### config.mk
export PLATFORM = sky130hd
export DESIGN_NAME = rw_mlp_feature_loader
export DESIGN_NICKNAME = d
export VERILOG_FILES = /design/src/rtl/rw_mlp_feature_loader.sv
export SDC_FILE = /design/constraint.sdc
export NUM_CORES = 1
export LEC_CHECK = 0
export BUFFER_PORTS_ARGS = -buffer_cell sky130_fd_sc_hd__buf_2
export CORE_ASPECT_RATIO = 1.75
export CORE_MARGIN = 2
export CORE_UTILIZATION = 45
export CTS_CLUSTER_SIZE = 14
export DETAILED_ROUTE_END_ITERATION = 10
export PLACE_DENSITY = 0.79
export SYNTH_ARGS = -nofsm -noshare
export SYNTH_HDL_FRONTEND = slang
export SYNTH_SLANG_ARGS = --single-unit
export TNS_END_PERCENT = 50
### constraint.sdc
create_clock -name clk -period 3.63 [get_ports clk]
set_input_delay 0.1815 -clock clk [delete_from_list [all_inputs] [get_ports clk]]
set_output_delay 0.1815 -clock clk [all_outputs]
set_load 0.01 [all_outputs]
### src/rtl/rw_mlp_feature_loader.sv
// rw_mlp_feature_loader
// ---------------------------------------------------------------------------
// Front/back end for the combinational RedWine MLP regressor core.
//
// Incoming feature beats are packed into the 44-bit core input vector,
// feature k at bits [FEAT_W*k +: FEAT_W]. Once a frame is complete the vector
// is frozen for SETTLE_CYCLES so the core output can settle. The output is
// then captured and offered on a result port.
//
// Handshake rule, used on both stream ports: a transfer happens on a rising
// clk edge where valid and ready are both 1. A producer that raises valid
// keeps valid and its data stable until that transfer. ready may depend on
// state only, never combinationally on valid.
//
// Build option:
//   RW_LOADER_FRAME_CHECK_EN  define to check s_last framing and drive err.
//                             Leave undefined to ignore s_last. A frame is
//                             then exactly N_FEAT beats and err stays 0.
//
// Ports:
//   clk, rst   single clock; asynchronous active-high reset
//   s_valid    feature beat valid
//   s_ready    loader accepts a beat (LOAD state only)
//   s_data     unsigned FEAT_W-bit feature value
//   s_last     final feature of a frame
//   clf_inp    packed N_FEAT*FEAT_W vector driven into the core
//   clf_out    core regression output (combinational from clf_inp)
//   m_valid    result valid (HOLD state)
//   m_ready    downstream accepts the result
//   m_data     registered copy of clf_out
//   err        one-cycle framing-error pulse
// ---------------------------------------------------------------------------
module rw_mlp_feature_loader #(
  parameter int N_FEAT        = 11,
  parameter int FEAT_W        = 4,
  parameter int OUT_W         = 20,
  parameter int SETTLE_CYCLES = 2
) (
  input  logic                     clk,
  input  logic                     rst,
  input  logic                     s_valid,
  output logic                     s_ready,
  input  logic [FEAT_W-1:0]        s_data,
  input  logic                     s_last,
  output logic [N_FEAT*FEAT_W-1:0] clf_inp,
  input  logic [OUT_W-1:0]         clf_out,
  output logic                     m_valid,
  input  logic                     m_ready,
  output logic [OUT_W-1:0]         m_data,
  output logic                     err
);

  localparam int IDX_W = (N_FEAT > 1) ? $clog2(N_FEAT) : 1;
  localparam int CNT_W = 4;  // holds SETTLE_CYCLES up to 15

  localparam logic [IDX_W-1:0] LAST_IDX   = IDX_W'(N_FEAT - 1);
  localparam logic [CNT_W-1:0] SETTLE_VAL = CNT_W'(SETTLE_CYCLES);

  typedef enum logic [1:0] {
    ST_LOAD   = 2'd0,
    ST_SETTLE = 2'd1,
    ST_HOLD   = 2'd2
  } state_t;

  state_t           state;
  logic [IDX_W-1:0] idx;
  logic [CNT_W-1:0] settle_cnt;
  // Goes high on the first edge after reset release. s_ready therefore
  // rises one cycle after deassertion and not during reset.
  logic             started;

  logic beat;
  logic last_slot;
  logic wr_en;
  logic frame_done;
  logic frame_err;

  assign s_ready   = started && (state == ST_LOAD);
  assign m_valid   = (state == ST_HOLD);
  assign beat      = s_valid && s_ready;
  assign last_slot = (idx == LAST_IDX);

  // Beat classification: write the slot, close the frame, or flag a framing error.
  always_comb begin
    wr_en      = 1'b0;
    frame_done = 1'b0;
    frame_err  = 1'b0;
    if (beat) begin
`ifdef RW_LOADER_FRAME_CHECK_EN
      if (s_last && !last_slot) begin
        // Early end of frame: drop this beat and restart at slot 0.
        frame_err = 1'b1;
      end else begin
        wr_en = 1'b1;
        if (last_slot) begin
          // The final slot is written either way. A missing s_last discards the frame.
          frame_done = s_last;
          frame_err  = !s_last;
        end
      end
`else
      wr_en      = 1'b1;
      frame_done = last_slot;
`endif
    end
  end

`ifndef RW_LOADER_FRAME_CHECK_EN
  // s_last carries no meaning when frames are delimited by count alone.
  logic unused_last;
  assign unused_last = s_last;
`endif

  always_ff @(posedge clk or posedge rst) begin
    if (rst) begin
      state      <= ST_LOAD;
      idx        <= '0;
      settle_cnt <= '0;
      started    <= 1'b0;
      clf_inp    <= '0;
      m_data     <= '0;
      err        <= 1'b0;
    end else begin
      started <= 1'b1;
      err     <= frame_err;

      if (wr_en) begin
        for (int k = 0; k < N_FEAT; k++) begin
          if (idx == IDX_W'(k)) begin
            clf_inp[k*FEAT_W +: FEAT_W] <= s_data;
          end
        end
      end

      if (frame_done || frame_err) begin
        idx <= '0;
      end else if (wr_en) begin
        idx <= idx + 1'b1;
      end

      case (state)
        ST_LOAD: begin
          if (frame_done) begin
            state      <= ST_SETTLE;
            settle_cnt <= SETTLE_VAL;
          end
        end
        ST_SETTLE: begin
          // clf_inp is frozen here. Sample the core on the cycle where the count reads 1.
          if (settle_cnt == CNT_W'(1)) begin
            m_data     <= clf_out;
            settle_cnt <= '0;
            state      <= ST_HOLD;
          end else begin
            settle_cnt <= settle_cnt - 1'b1;
          end
        end
        ST_HOLD: begin
          if (m_ready) begin
            state <= ST_LOAD;
          end
        end
        default: begin
          state <= ST_LOAD;
        end
      endcase
    end
  end

endmodule
Word level (Yosys, flattened, before mapping). Index checks and enable logic that the tools add are counted.

Bits in registers: 75. Latch bits: 0. Bits in writable memories: 0. ROM bits: 0. Memories kept: 0.

Add/sub/neg operators: 2. $mul: 0. Div/mod/pow operators: 0. Magnitude comparators: 0. Equality and inequality tests: 16. Shift-type cells: 0. Multiplexer cells: 11. Bitwise logic cells: 0. Reductions and logical operators: 20.

Operators with widths (number): $reduce_and 2->1 (13); $eq 4x3->1 const B (4); $mux 4 (4); $eq 4x4->1 const B (3); $eq 4x1->1 const B (2); $eq 4x2->1 const B (2); $pmux 4 s2 (1); $mux 2 (3); $pmux 2 s3 (1); $add 4x1->4 const B (1); $logic_not 4->1 (1); $ne 2x2->1 const B (2); $reduce_bool 2->1 (2); $sub 4x1->4 const B (1); $reduce_and 3->1 (1); $eq 2x1->1 const B (1); $eq 2x2->1 const B (1); $logic_and 1x1->1 (2); $logic_not 2->1 (1); $mux 1 (2); $ne 2x1->1 const B (1).

Logic depth before layout (Yosys ltp). Gate-level depths: netlist of run 1.

Word-level depth: 6. Gate-level depth with buffers: 6. Gate-level depth less buffers: 5.

Worst setup path after synthesis of run 1. Ideal clock, no wire load.

Kind: reg2reg. From: register idx[0]. To: register settle_cnt[3]. Arrival: 1.744 ns. Setup slack: 1.760 ns. Cell stages (with the launch flop): 6. Buffers on the path: 0. Period minus slack after synthesis: 1.870 ns. Cell sequence: dfrtp_1 > inv_1 > ha_1 > nand3b_1 > or4b_1 > a311o_1.

Longest elaborated chain between the ends: 4.

RTL lines: start, declared (RTL line 66) `logic [IDX_W-1:0] idx;`; start signal, assigned (RTL line 138) `idx <= idx + 1'b1;`; $eq 4x4->1 (RTL line 81) `assign last_slot = (idx == LAST_IDX);`; $mux 1 (RTL line 88) `if (beat) begin`; $ne 2x2->1 (no source line); $reduce_and 2->1 (no source line); end signal, assigned (RTL line 155) `settle_cnt <= settle_cnt - 1'b1;`; end, declared (RTL line 67) `logic [CNT_W-1:0] settle_cnt;`.

Every way passes these cells. A chain may end at the register's enable or synchronous reset.

Final worst setup path of run 1.
From: register settle_cnt[1]. To: register m_data[10].

Longest elaborated chain between the ends: 2.

RTL lines: $eq 4x1->1 (RTL line 150) `if (settle_cnt == CNT_W'(1)) begin`; $reduce_and 2->1 (no source line); end signal, assigned (RTL line 151) `m_data <= clf_out;`; end, declared (RTL line 49) `output logic [OUT_W-1:0] m_data,`.

Every way passes these cells.

==> impl_results.rst, run 1 <==
.. list-table::
   :header-rows: 1

   * - Metric
     - Value
   * - Final core utilization
     - 0.588
   * - Arrival @ worst endpoint
     - 2470 ps
   * - Power per cell area
     - about 850 nW/µm²
   * - #FFs+latches synth
     - 75
   * - Die X-Extent
     - between 60 and 70 µm
   * - Capturing point of the worst reg2reg path
     - m_data[10]$_DFFE_PP0P_
   * - Vias
     - about 2000
   * - Clk pin slew, worst setup/hold paths
     - 50 ps
   * - Outcome
     - finished, final reports clean
   * - Largest net degree at the start of global routing
     - 46
   * - Clock tree buffer depth
     - 2
   * - Routed vias/inst
     - approximately 5.1
   * - Instance count along the most critical hold path
     - 2
   * - CP Launch Point
     - settle_cnt[1]$_DFFE_PP0P_
   * - # clock sinks
     - 75
   * - Final wirelength
     - between 6000 and 7000 µm
   * - CTS buffer count
     - 9
   * - Mapped Nets
     - 250
   * - Clock Root Buffer
     - clkbuf_16
   * - Final count of hold timing violations
     - 0
   * - Final antenna-violating net count
     - 0
   * - Detailed-route DRC error count
     - 0
   * - Final number of setup-violating endpoints
     - 0
   * - Maximum fanout along the worst path
     - 21
   * - Detailed Route Iter0 Violations
     - ~130
   * - Number of cells upsized or downsized after cts
     - 0
   * - Non-filler instance count after layout
     - 400
   * - Placed wire-length estimate
     - 4630 µm
   * - Relative slew slack
     - 0.426
   * - Clock tree from TritonCTS
     - built
   * - Effective utilization at floorplan
     - 0.460
   * - Number of search-and-repair iterations in the first detailed-routing pass
     - 4
   * - Post-route minimum period
     - 2260 ps
   * - Count of antenna diodes in the layout
     - 0
   * - End point of the critical path
     - m_data[10]$_DFFE_PP0P_
   * - Placed Area
     - ~3700 µm²
   * - Reg2Reg Depth
     - 5
   * - Syn avg cell area
     - 14.5 µm²
   * - Most frequent standard cell in the layout excluding fill and tap cells
     - buf_2
   * - Core footprint
     - roughly 6800 µm²
   * - Worst VDD drop
     - ~440 µV
   * - GRT Overall Usage
     - 0.180
   * - Maximum frequency from static timing analysis
     - approximately 440 MHz
   * - Setup Buffers After CTS
     - 0
   * - Number of pins with negative max-slew slack in the final report
     - 0
   * - Count of max-cap constraint violations
     - 0
   * - Routed WL per cell
     - approximately 16 µm
   * - Number of enable flip-flop cells after synthesis
     - 0
   * - Leak pwr
     - roughly 0.0021 µW
   * - Worst Skew
     - between 7 and 8 ps
   * - RR Startpoint
     - settle_cnt[1]$_DFFE_PP0P_
   * - Layout overhead on the synthesized area
     - 27.9%
   * - Kind of end point of the critical path
     - flop
   * - Top Ports
     - between 90 and 100
   * - Wire length of the first global-routing pass
     - ~9900 µm
   * - Share of the yosys chip area belonging to registers
     - 0.600
   * - Global-route congestion overflow total
     - 0
   * - Post-route clock period utilization
     - 0.623
   * - Hold/Removal Path Class
     - primary input to flop
   * - Count of unique library cells instantiated by Yosys
     - 35
   * - Antenna violations before repair
     - 0
   * - Share of cells above drive strength 1
     - 0.554
   * - CP Launch Type
     - flop
   * - Power, Total
     - 3400 µW
   * - Final-stage net count
     - around 350
   * - Worst Tran Pin Value
     - around 860 ps
   * - Setup repair after global routing missed its margin
     - no
   * - Die Footprint
     - ~7700 µm²
   * - Req. time, crit path
     - approximately 3800 ps
   * - Placed insts
     - around 380
   * - Final design instance area without fill
     - 4000 µm²
   * - Setup TNS after final layout
     - 0 ps
   * - Post-Synthesis Cell Area
     - between 3000 and 4000 µm²
   * - Async S/R FF share, synth
     - 1.00
   * - Total of warnings raised by yosys
     - 0
   * - Skew-Pair Late Insertion Delay
     - ~330 ps
   * - Most used flip-flop cell after synthesis
     - dfrtp_1
   * - Commonest non-fill, non-tap cells in the layout
     - buf_2 (93), dfrtp_1 (75), mux2_2 (57)
   * - H-tree levels
     - 3
   * - Fill count
     - between 500 and 600
   * - FP Rows
     - 40
   * - Number of global-route vias before repair
     - roughly 2000
   * - Post-synthesis cell count
     - about 220
   * - Routability congestion estimate
     - between 0.8 and 0.9
   * - Reg-to-reg setup timing slack
     - approximately 1400 ps
   * - # port buffers
     - 93
   * - Critical path class
     - flop to flop
   * - Die height
     - between 100 and 150 µm
routing by layer:
layer	track usage	part of all wire
met3	0.0541	0.039
met5	0	0
met2	0.300	0.56
met4	0.0952	0.035
met1	0.201	0.37
worst max-delay path, stage by stage, from the launching register on:
cell     delay [ps]
dfrtp_1         400
inv_1           100
ha_1            190
nor3b_1         360
nand2_1         600
mux2_2          500
synthesized netlist by cell type, types with 3 or more instances:
library cell,number,area (µm²)
mux2_1,8,90.1
ha_1,6,75.1
nand3_1,5,25.0
clkbuf_1,8,30.0
nand2_1,3,11.3
nor2_1,4,15.0
inv_1,8,30.0
dfrtp_1,75,1880
mux2_2,57,642
o21ai_0,4,20.0
nand2b_1,4,25.0
sequential cells by signal (all words and copies together) (netlist names):
signal      count
clf_inp        44
m_data         20
idx             4
settle_cnt      4
state           2
started         1
power by group:
| part | leakage, µW | total (µW) | internal, µW | switching, µW |
|---|---|---|---|---|
| Clock | 0.000163 | 948 | 621 | 327 |
| Combinational | 0.000949 | 1060 | 552 | 511 |
| Sequential | 0.000951 | 1390 | 1180 | 216 |
cells by family (layout without fill, tap and decap cells):
logic type      count (synthesis)  after routing  synth area share
flops                          75             75             0.600
mux                            65             65             0.234
simple gates                   37             37            0.0900
buf+inv                        18            119            0.0232
compound gates                 12             12            0.0264
fa+ha+maj                       6              6            0.0240
other cells                     2              2           0.00240
how the worst min path moves through the flow:
stage                                  end  slack, ps    start
floorplan             state[1]$_DFFE_PP0P_        290  m_ready
global placement    m_data[15]$_DFFE_PP0P_        290      rst
detailed placement  m_data[13]$_DFFE_PP0P_        310      rst
CTS                   state[1]$_DFFE_PP0P_         50  m_ready
global route          state[1]$_DFFE_PP0P_         70  m_ready
finish                state[1]$_DFFE_PP0P_         60  m_ready
per-stage QoR:
stage / hold WS (ps) / worst slack [ps]
final: 57.0 / 1370
after global routing: 67.8 / 1260
after CTS: 47.7 / 1370
after detailed placement: 309 / 1390
after global placement: 295 / 1530
after floorplan: 289 / 1540
final cells by class:
type / count / area, µm² / share of cell area
Clock buffer: 10 / 239 / 0.0597
Inverter: 8 / 30.0 / 0.00751
Multi-Input combinational cell: 122 / 1180 / 0.295
Sequential cell: 75 / 1880 / 0.469
Clock inverter: 6 / 87.6 / 0.0219
Timing Repair Buffer: 95 / 483 / 0.121
Tap cell: 84 / 105 / 0.0263
what timing repair did:
item / 4_1_cts / 5_1_grt
hold buffers: 1 / 0
setup endpoints to repair: 0 / 0
hold endpoints to repair: 30 / 0
Power figures use the tool's default switching activity.
==> run 2: changes to the inputs <==
--- a/config.mk
+++ b/config.mk
@@ -11,7 +11,7 @@
 export CORE_UTILIZATION = 45
 export CTS_CLUSTER_SIZE = 14
 export DETAILED_ROUTE_END_ITERATION = 10
-export PLACE_DENSITY = 0.79
+export PLACE_DENSITY = 0.82
 export SYNTH_ARGS = -nofsm -noshare
 export SYNTH_HDL_FRONTEND = slang
 export SYNTH_SLANG_ARGS = --single-unit
==> constraint.sdc (replaced) <==
create_clock -name clk -period 2 [get_ports clk]
set_input_delay 0.1 -clock clk [delete_from_list [all_inputs] [get_ports clk]]
set_output_delay 0.1 -clock clk [all_outputs]
set_load 0.01 [all_outputs]
==> impl_results.rst, run 2 (synthesis gave the netlist of run 1 again) <==
.. list-table::
   :header-rows: 1

   * - Metric
     - Value
   * - Kind of end point of the critical path
     - flop
   * - Global-route congestion overflow total
     - 0 (unchanged)
   * - Capturing point of the worst reg2reg path
     - settle_cnt[3]$_DFFE_PP0P_
   * - Layout overhead on the synthesized area
     - 32.6%
   * - Largest net degree at the start of global routing
     - 76 (+65%)
   * - Worst path buffer plus inverter count
     - 1 (unchanged)
   * - Final antenna-violating net count
     - 0 (unchanged)
   * - Die height
     - 114 µm (unchanged)
   * - # clock sinks
     - 75 (unchanged)
   * - Hold/Removal Path Class
     - primary input to flop
   * - Most frequent standard cell in the layout excluding fill and tap cells
     - buf_2
   * - Footprint of the flip-flops and latches
     - 1880 µm² (unchanged)
   * - Routed vias/inst
     - 5.12 (+0.63%)
   * - Post-route minimum period
     - 1840 ps (-420 ps)
   * - Clock Root Buffer
     - clkbuf_16
   * - Post-route clock period utilization
     - 0.921 (+0.298)
   * - Share of cells above drive strength 1
     - 0.547 (-0.00725)
   * - Req. time, crit path
     - 2210 ps (-1630 ps)
   * - Number of search-and-repair iterations in the first detailed-routing pass
     - 4 (unchanged)
   * - Power per cell area
     - 1480 nW/µm² (+74%)
   * - Final wirelength
     - 6700 µm (+2.4%)
   * - CP Launch Type
     - flop
   * - Die Footprint
     - 7660 µm² (unchanged)
   * - CTS buffer count
     - 9 (unchanged)
   * - Final number of setup-violating endpoints
     - 0 (unchanged)
   * - Clk pin slew, worst setup/hold paths
     - 50 ps (about the same)
   * - Slowest-stage cell, CP
     - or4b_4
   * - Flip-flop count of the largest register, all copies and words added
     - 44 (unchanged)
   * - Skew-Pair Late Insertion Delay
     - 330 ps (about the same)
   * - Final-stage net count
     - 364 (+5.2%)
   * - Die X-Extent
     - 67.0 µm (unchanged)
   * - Routed WL per cell
     - 16.1 µm (-1.8%)
   * - Worst Skew
     - 4.68 ps (-2.66 ps)
   * - H-tree levels
     - 3 (unchanged)
   * - Power, Total
     - 6130 µW (+80%)
   * - Biggest regs
     - clf_inp (44), m_data (20)
   * - Leak pwr
     - 0.00213 µW (+3.2%)
   * - Register ranked first by flip-flop count
     - clf_inp
   * - Arrival @ worst endpoint
     - 2050 ps (-420 ps)
   * - Worst hold start
     - clf_out[2]
   * - Commonest non-fill, non-tap cells in the layout
     - buf_2 (93), dfrtp_1 (75), mux2_2 (57)
   * - Cell breakdown of the critical path
     - inv_1 > ha_1 > nand3b_1 > or4b_4 > a311o_1
   * - Setup repair after global routing missed its margin
     - no
   * - Clock tree from TritonCTS
     - built
   * - Fill count
     - 546 (-2.3%)
   * - Top Family by Delay on Critical Path
     - simple AND/OR/NAND/NOR gates
   * - Final count of hold timing violations
     - 0 (unchanged)
   * - Placed insts
     - 392 (+2.3%)
   * - Setup Buffers After CTS
     - 0 (unchanged)
   * - Number of pins with negative max-slew slack in the final report
     - 0 (unchanged)
   * - Instance count along the most critical hold path
     - 2 (unchanged)
   * - Antenna violations before repair
     - 0 (unchanged)
   * - Count of antenna diodes in the layout
     - 0 (unchanged)
   * - Outcome
     - finished, final reports clean
   * - Worst VDD drop
     - 924 µV (+110%)
   * - Non-filler instance count after layout
     - 417 (+4.3%)
   * - Detailed-route DRC error count
     - 0 (unchanged)
   * - GRT Overall Usage
     - 0.191 (+0.0114)
   * - Routability congestion estimate
     - 0.806 (-2.5%)
   * - Wire length of the first global-routing pass
     - 10800 µm (+9.0%)
   * - Number of global-route vias before repair
     - 2128 (+7.0%)
   * - Reg2Reg Depth
     - 5 (unchanged)
   * - RR Startpoint
     - idx[0]$_DFFE_PP0P_
   * - Clock tree buffer depth
     - 2 (unchanged)
   * - Effective utilization at floorplan
     - 0.460 (unchanged)
   * - FP Rows
     - 40 (unchanged)
   * - # port buffers
     - 93 (unchanged)
   * - Maximum fanout along the worst path
     - 5 (-76%)
   * - Top Ports
     - 96 (unchanged)
   * - Critical path class
     - flop to flop
   * - Detailed Route Iter0 Violations
     - 81 (-39%)
   * - Count of max-cap constraint violations
     - 0 (unchanged)
   * - Hold-critical path endpoint
     - m_data[2]$_DFFE_PP0P_
   * - Core footprint
     - 6810 µm² (unchanged)
   * - Footprint of the multi-input gates
     - 1180 µm² (+0.32%)
   * - Setup TNS after final layout
     - 0 ps (unchanged)
   * - CP peak stage delay
     - 530 ps (-70 ps)
   * - Vias
     - 2136 (+4.9%)
   * - Reg-to-reg setup timing slack
     - 160 ps (-1210 ps)
   * - Maximum frequency from static timing analysis
     - 543 MHz (+23%)
   * - Placed wire-length estimate
     - 4710 µm (+1.8%)
-- run 2: power breakdown --
part	internal, µW	switching, µW	total, µW	leakage (µW)
combinational	1080	1000	2080	0.00103
clock	1020	552	1580	0.000146
sequential	2140	338	2480	0.000951
total	4240	1890	6130	0.00213
-- run 2: layer usage --
layer  vias to the layer above  wire length [µm]  track usage
met3                        11               238       0.0364
met1                      1084              2520        0.226
met5                         -                 0            0
met2                        52              3800        0.327
li1                        989                 -            -
met4                         0               145       0.0898
-- run 2: worst reg2reg max path: cells and delay by family (launching register included) --
| family | cells | cell delay (ps) |
|---|---|---|
| adders and majority gates | 1 | 180 |
| AOI/OAI and AO/OA | 1 | 370 |
| buffers and inverters | 1 | 130 |
| and+or+nand+nor | 2 | 630 |
| DFF | 1 | 420 |
-- run 2: area by class of cell --
type / count / area share
timing repair buffer: 113 / 0.158
sequential: 75 / 0.453
clock buffer: 13 / 0.0628
inverter: 8 / 0.00815
clock inverter: 2 / 0.00845
tap: 84 / 0.0253
multi-input combinational: 122 / 0.285
-- run 2: how the worst max path moves through the flow --
stage | slack [ps] | cells past startpoint | endpoint | startpoint
floorplan | 130 | 5 | settle_cnt[3]$_DFFE_PP0P_ | idx[0]$_DFFE_PP0P_
global placement | 160 | 5 | settle_cnt[3]$_DFFE_PP0P_ | idx[0]$_DFFE_PP0P_
detailed placement | 100 | 5 | settle_cnt[3]$_DFFE_PP0P_ | idx[0]$_DFFE_PP0P_
CTS | 80 | 5 | settle_cnt[3]$_DFFE_PP0P_ | idx[0]$_DFFE_PP0P_
global route | 60 | 6 | m_data[11]$_DFFE_PP0P_ | settle_cnt[1]$_DFFE_PP0P_
finish | 160 | 5 | settle_cnt[3]$_DFFE_PP0P_ | idx[0]$_DFFE_PP0P_
-- run 2: what timing repair did --
item | in CTS | in global routing
endpoints found under the hold margin | 84 | 0
hold buffers | 10 | 0
resized for setup | 0 | 1
setup endpoints to repair | 0 | 1
-- run 2: metrics by stage --
stage	cell area, µm²	setup slack, ps	hold WS, ps	util
final	4150	159	9.97	0.609
after global placement	3750	164	238	0.551
after detailed placement	3750	96.8	249	0.551
after CTS	4140	76.3	0.467	0.609
after floorplan	3130	130	208	-
after global routing	4150	59.0	0.355	0.609
